[config.mk]
export PLATFORM = sky130hd
export DESIGN_NAME = pipeline_hazard_ctrl
export DESIGN_NICKNAME = d
export VERILOG_FILES = /design/src/rtl/pipeline_hazard_ctrl.sv
export SDC_FILE = /design/constraint.sdc
export NUM_CORES = 1
export LEC_CHECK = 0
export ABC_AREA = 0
export CAP_MARGIN = 20
export CORE_MARGIN = 5
export CORE_UTILIZATION = 52
export DETAILED_ROUTE_END_ITERATION = 10
export GPL_ROUTABILITY_DRIVEN = 0
export PLACE_DENSITY = 0.92
export SLEW_MARGIN = 20
export SYNTH_ARGS = -nofsm -noshare
export SYNTH_HDL_FRONTEND = slang
export SYNTH_SLANG_ARGS = --single-unit
[constraint.sdc]
create_clock -name clk -period 2.9 [get_ports clk]
set_input_delay 0.435 -clock clk [delete_from_list [all_inputs] [get_ports clk]]
set_output_delay 0.435 -clock clk [all_outputs]
set_load 0.03 [all_outputs]
[src/rtl/pipeline_hazard_ctrl.sv]
// Pipeline hazard controller: load-use stalls, taken-branch flushes, data-memory
// wait freezes with timeout fault, and saturating stall/flush performance counters.
module pipeline_hazard_ctrl #(
  parameter int unsigned TIMEOUT = 15
) (
  input  logic        clk,
  input  logic        rst_n,
  input  logic [4:0]  id_rs,
  input  logic [4:0]  id_rt,
  input  logic        idex_memread,
  input  logic [4:0]  idex_rt,
  input  logic        exmem_branch,
  input  logic        exmem_zflag,
  input  logic        mem_req,
  input  logic        mem_ready,
  output logic        pc_write,
  output logic        ifid_write,
  output logic        idex_write,
  output logic        exmem_write,
  output logic        ifid_flush,
  output logic        idex_flush,
  output logic        exmem_flush,
  output logic        memwb_bubble,
  output logic        pc_src,
  output logic        mem_err,
  output logic [15:0] stall_cnt,
  output logic [15:0] flush_cnt
);

  typedef enum logic [1:0] {RUN, MEM_WAIT, HALT} state_t;

  state_t     state;
  logic [7:0] wait_cnt;
  logic       frozen;
  logic       taken;
  logic       load_use;

  always_comb begin
    frozen   = ((state == RUN) && mem_req && !mem_ready) ||
               ((state == MEM_WAIT) && !mem_ready);
    taken    = exmem_branch && exmem_zflag;
    load_use = idex_memread && (idex_rt != 5'd0) &&
               ((idex_rt == id_rs) || (idex_rt == id_rt));
  end

  always_comb begin
    // NOTE: every output gets a default before any branch so no latch is inferred.
    pc_write     = 1'b1;
    ifid_write   = 1'b1;
    idex_write   = 1'b1;
    exmem_write  = 1'b1;
    ifid_flush   = 1'b0;
    idex_flush   = 1'b0;
    exmem_flush  = 1'b0;
    memwb_bubble = 1'b0;
    pc_src       = 1'b0;
    // While in reset the stage enables show their idle values regardless of inputs.
    if (rst_n) begin
      if ((state == HALT) || frozen) begin
        pc_write     = 1'b0;
        ifid_write   = 1'b0;
        idex_write   = 1'b0;
        exmem_write  = 1'b0;
        memwb_bubble = 1'b1;
      end else if (taken) begin
        pc_src      = 1'b1;
        ifid_flush  = 1'b1;
        idex_flush  = 1'b1;
        exmem_flush = 1'b1;
      end else if (load_use) begin
        pc_write   = 1'b0;
        ifid_write = 1'b0;
        idex_flush = 1'b1;
      end
    end
  end

  // NOTE: sequential state uses non-blocking assignments so all registers update together.
  always_ff @(posedge clk or negedge rst_n) begin
    if (!rst_n) begin
      state     <= RUN;
      wait_cnt  <= '0;
      mem_err   <= 1'b0;
      stall_cnt <= '0;
      flush_cnt <= '0;
    end else begin
      case (state)
        RUN: begin
          if (mem_req && !mem_ready) begin
            state    <= MEM_WAIT;
            wait_cnt <= 8'd1;
          end
        end
        MEM_WAIT: begin
          if (mem_ready) begin
            state    <= RUN;
            wait_cnt <= '0;
          end else if (wait_cnt == 8'(TIMEOUT)) begin
            state   <= HALT;
            mem_err <= 1'b1;
          end else begin
            wait_cnt <= wait_cnt + 8'd1;
          end
        end
        HALT:    state <= HALT;
        default: state <= RUN;
      endcase

      if (!pc_write && (state != HALT) && (stall_cnt != 16'hFFFF))
        stall_cnt <= stall_cnt + 16'd1;
      if (pc_src && (flush_cnt != 16'hFFFF))
        flush_cnt <= flush_cnt + 16'd1;
    end
  end

endmodule

==> metrics.txt, run 1 <==
# TYPE chip_impl_metric gauge
chip_impl_metric{name="multi_input_comb_area",unit="sq mm"} 0.001169
chip_impl_metric{name="dr_pass1_iterations",unit=""} 5
chip_impl_metric{name="report.final.setup_viol",unit=""} 0
chip_impl_metric{name="power_frac_seq",unit="%"} 45.9
chip_impl_metric{name="max_slew.worst_pin.slew",unit="ns"} 0.5085
chip_impl_metric{name="io_pins",unit=""} 64
chip_impl_metric{name="place_worst_setup_slack",unit="ns"} 0.01238
chip_impl_metric{name="power.clock.fraction",unit="%"} 21.7
chip_impl_info{name="setup_repair_after_global_routing_missed_its_margin",value="false"} 1
chip_impl_metric{name="highest_ir_drop_seen_on_vdd",unit="mV"} 0.5093
chip_impl_metric{name="final_min_period_over_clock_period",unit="%"} 90.34
chip_impl_metric{name="first_global_vias",unit=""} 1984
chip_impl_metric{name="grt_start_max_net_pins",unit=""} 30
chip_impl_metric{name="row_count",unit=""} 24
chip_impl_metric{name="timing_hold_violations_final",unit=""} 0
chip_impl_metric{name="cts_resized",unit=""} 0
chip_impl_metric{name="combPwrFrac",unit="%"} 32.4
chip_impl_info{name="worst-setup-path-type",value="in2out"} 1
chip_impl_metric{name="clock-skew-final",unit="ns"} 0.008189
chip_impl_metric{name="drive_above_1_share",unit="%"} 11.55
chip_impl_metric{name="setup_ws",unit="ns"} 0.2803
chip_impl_info{name="worst_hold_path_type",value="in2async"} 1
chip_impl_metric{name="fin_worst_hold_slack",unit="ns"} 0.1548
chip_impl_metric{name="yosys_warnings",unit=""} 0
chip_impl_metric{name="fp.dieArea",unit="sq mm"} 0.005905
chip_impl_info{name="synth.area.top_cells",value="dfrtp_1 (46%), xor2_1 (12%), nor2_1 (4.4%), nand4_1 (3.8%), xnor2_1 (3.8%)"} 1
chip_impl_metric{name="tritoncts.num_buffers",unit=""} 5
chip_impl_metric{name="die_h",unit="um"} 76.85
chip_impl_metric{name="cap_viol_max_count",unit=""} 0
chip_impl_metric{name="finalCriticalPeriod",unit="ns"} 2.620
chip_impl_metric{name="pwr_density_cell",unit="mW/mm^2"} 553.4
chip_impl_metric{name="fmax",unit="GHz"} 0.3817
chip_impl_metric{name="setup.reg_to_reg.worst_slack",unit="ns"} 0.66
chip_impl_metric{name="area.growth.synth_to_final",unit="%"} 32.96
chip_impl_metric{name="synth_area",unit="sq mm"} 0.002323
chip_impl_metric{name="worst_r2r_path_depth",unit=""} 7
chip_impl_metric{name="avgRoutedWirePerCell",unit="um"} 14.95
chip_impl_metric{name="instances_no_fill",unit=""} 355
chip_impl_metric{name="postRouteAntennaNets",unit=""} 0
chip_impl_metric{name="number_of_synthesized_register_bits",unit=""} 43
chip_impl_metric{name="syn_avg_cell_area",unit="sq um"} 10.10
chip_impl_info{name="worstSetupStartpointType",value="input port"} 1
chip_impl_info{name="synthFlopType",value="dfrtp_1"} 1
chip_impl_info{name="startpoint_of_the_worst_register_to_register_path",value="wait_cnt[0]"} 1
chip_impl_metric{name="placedCellCount",unit=""} 347
chip_impl_metric{name="clkSinkCount",unit=""} 43
chip_impl_metric{name="max_slew_margin",unit="%"} 66.10
chip_impl_metric{name="path_depth",unit=""} 7
chip_impl_metric{name="clock_latency_at_the_later_pin_of_the_worst_skew_pair",unit="ns"} 0.30
chip_impl_metric{name="ff_latch_area",unit="sq mm"} 0.001076
chip_impl_metric{name="grt_usage",unit="%"} 18.62
chip_impl_metric{name="synth_cell_types",unit=""} 44
chip_impl_metric{name="postCtsSetupRepairBufs",unit=""} 0
chip_impl_metric{name="starting_density_of_the_core",unit="%"} 53.36
chip_impl_metric{name="detailed_place.area",unit="sq mm"} 0.003005
chip_impl_metric{name="final_cell_area",unit="sq mm"} 0.003089
chip_impl_metric{name="drt_iter0_drc",unit=""} 71
chip_impl_metric{name="drt_drc_violations_left",unit=""} 0
chip_impl_metric{name="power.share.switching",unit="%"} 35.90
chip_impl_metric{name="routed_via_density",unit=""} 5.499
chip_impl_info{name="clk_root_buffer_cell",value="clkbuf_8"} 1
chip_impl_metric{name="holdBufCountCts",unit=""} 0
chip_impl_metric{name="antenna-diode-count",unit=""} 0
chip_impl_metric{name="vias",unit=""} 1952
chip_impl_info{name="critical-path-slowest-cell",value="clkdlybuf4s50_1"} 1
chip_impl_info{name="critical_path.cell_chain",value="clkdlybuf4s50_1 > nor2_1 > o21ai_0 > nand2_1 > nand2_1 > inv_1 > clkdlybuf4s50_1"} 1
chip_impl_metric{name="synth-edff-count",unit=""} 0
chip_impl_metric{name="yosys.area.top_type_share",unit="%"} 46.31
chip_impl_metric{name="clock_tree.htree_level_count",unit=""} 2
chip_impl_metric{name="syn-num-nets",unit=""} 255
chip_impl_info{name="timing.critical_path.max_delay_family",value="buffers and inverters"} 1
chip_impl_info{name="worstReg2RegEnd",value="wait_cnt[3]"} 1
chip_impl_metric{name="totalNegativeSetupSlack",unit="ns"} 0
chip_impl_info{name="tritoncts",value="done"} 1
chip_impl_metric{name="antenna_violations_before_repair",unit=""} 0
chip_impl_metric{name="overflow_after_grt",unit=""} 0
chip_impl_metric{name="layout.core_utilization",unit="%"} 70.95
chip_impl_info{name="synth_commonest_cells",value="dfrtp_1 (43), xor2_1 (33), nor2_1 (27), nand2_1 (21), nand4_1 (14)"} 1
chip_impl_metric{name="cts-root-to-sink-buffers",unit=""} 2
chip_impl_metric{name="design.core.area",unit="sq mm"} 0.004354
chip_impl_metric{name="critical_path_arrival",unit="ns"} 2.18
chip_impl_metric{name="timing.critical_path.required",unit="ns"} 2.47
chip_impl_info{name="synth_area_leader_cell",value="dfrtp_1"} 1
chip_impl_metric{name="synthArstFlopShare",unit="%"} 100.0
chip_impl_metric{name="power.leakage",unit="nW"} 1.366
chip_impl_info{name="yosysMostFrequentCell",value="dfrtp_1"} 1
chip_impl_metric{name="clkTransAtPathRegs",unit="ns"} 0.08
chip_impl_metric{name="number_of_buffer_and_inverter_instances_along_the_worst_setup_path",unit=""} 3
chip_impl_metric{name="netSwitchingPower",unit="mW"} 0.6138
chip_impl_metric{name="final.fill_count",unit=""} 310
chip_impl_metric{name="crit_path_max_fanout",unit=""} 3
chip_impl_metric{name="critPathMaxStageDelay",unit="ns"} 0.67
chip_impl_metric{name="port-buffer-count",unit=""} 63
chip_impl_metric{name="total_power",unit="mW"} 1.710
chip_impl_metric{name="yosysSeqAreaShare",unit="%"} 46.31
chip_impl_metric{name="cell_internal_pwr",unit="mW"} 1.096
chip_impl_metric{name="grt_pass1_wl",unit="mm"} 9.108
chip_impl_metric{name="route.final.wire_length",unit="mm"} 5.306
chip_impl_info{name="timing.critical_path.to_type",value="output port"} 1
chip_impl_metric{name="die_x",unit="um"} 76.85
chip_impl_metric{name="layout.nets",unit=""} 327
chip_impl_metric{name="dp.final_hpwl",unit="mm"} 4.076
chip_impl_info{name="run_status",value="finished clean"} 1
chip_impl_metric{name="timing_max_transition_violations_final",unit=""} 0
chip_impl_metric{name="post_synth_inst_count",unit=""} 230
[flip-flops by register name (all words and copies together), names as in the netlist]
name / cells
stall_cnt: 16
state: 2
flush_cnt: 16
mem_err: 1
wait_cnt: 8
[cell type report]
cell class	count	share of cell area, %
Clock buffer	7	2.471
Clock inverter	1	0.1620
Inverter	4	0.4860
Multi-Input combinational cell	176	37.83
Sequential cell	43	34.83
Tap cell	52	2.106
Timing Repair Buffer	72	22.11
[power groups by stage]
| stage | Combinational (mW) | Clock, mW | Sequential (mW) |
|---|---|---|---|
| 2_1_floorplan | 0.178 | 0 | 0.914 |
| 3_3_place_gp | 0.540 | 0 | 0.790 |
| 3_5_place_dp | 0.556 | 0 | 0.793 |
| 4_1_cts | 0.560 | 0.376 | 0.782 |
| 5_1_grt | 0.591 | 0.397 | 0.802 |
| 6_report | 0.553 | 0.371 | 0.785 |
[routing by layer]
metal / vias to the layer above / track usage [%] / wire [um]
li1: 951 / - / -
met1: 937 / 23.49 / 2257
met2: 57 / 31.66 / 2759
met3: 7 / 4.333 / 229
met4: 0 / 5.420 / 61
met5: - / 0 / 0
[worst max-delay path by stage]
stage | start | endpoint | slack (ns)
2_1_floorplan | state[0] | pc_write | 0.26
3_3_place_gp | idex_rt[2] | idex_flush | 0.04
3_5_place_dp | idex_rt[2] | idex_flush | 0.01
4_1_cts | idex_rt[2] | idex_flush | 0.01
5_1_grt | mem_ready | memwb_bubble | 0.19
6_report | mem_ready | memwb_bubble | 0.28
[cells by family after synthesis]
group	count (synthesis)	synth area share [%]
buffers and inverters	11	3.392
AOI/OAI and AO/OA	21	7.055
adders and majority gates	3	1.616
and+or+nand+nor	107	24.45
DFF	43	46.31
xor gates and xnor gates	43	16.21
muxes	2	0.9692
[cell usage in the layout, fill, tap and decap left out, drive strengths merged, types with 2 or more instances in the layout]
| master | count |
|---|---|
| clkdlybuf4s50 | 56 |
| dfrtp | 43 |
| xor2 | 33 |
| nor2 | 27 |
| nand2 | 21 |
| buf | 15 |
| nand4 | 14 |
| nand3 | 13 |
| xnor2 | 10 |
| nor3 | 9 |
| clkbuf | 7 |
| nor4 | 5 |
| inv | 4 |
| o21ai | 4 |
| a21oi | 4 |
| and3 | 4 |
| ha | 3 |
| or3 | 2 |
| and4 | 2 |
| or2 | 2 |
| and2 | 2 |
| o32a | 2 |
| mux2 | 2 |
Note: power is estimated with default switching activity, not from simulation.
==> inputs of run 2 (changes only) <==
ABC_CLOCK_PERIOD_IN_PS = 2900   (was not set)
==> results of run 2 <==
No change in the layout: final DEF, timing and power equal those of run 1.
==> inputs of run 3 (changes only) <==
ABC_CLOCK_PERIOD_IN_PS = not set   (was 2900)
==> results of run 3 <==
No change in the layout: final DEF, timing and power equal those of run 1.
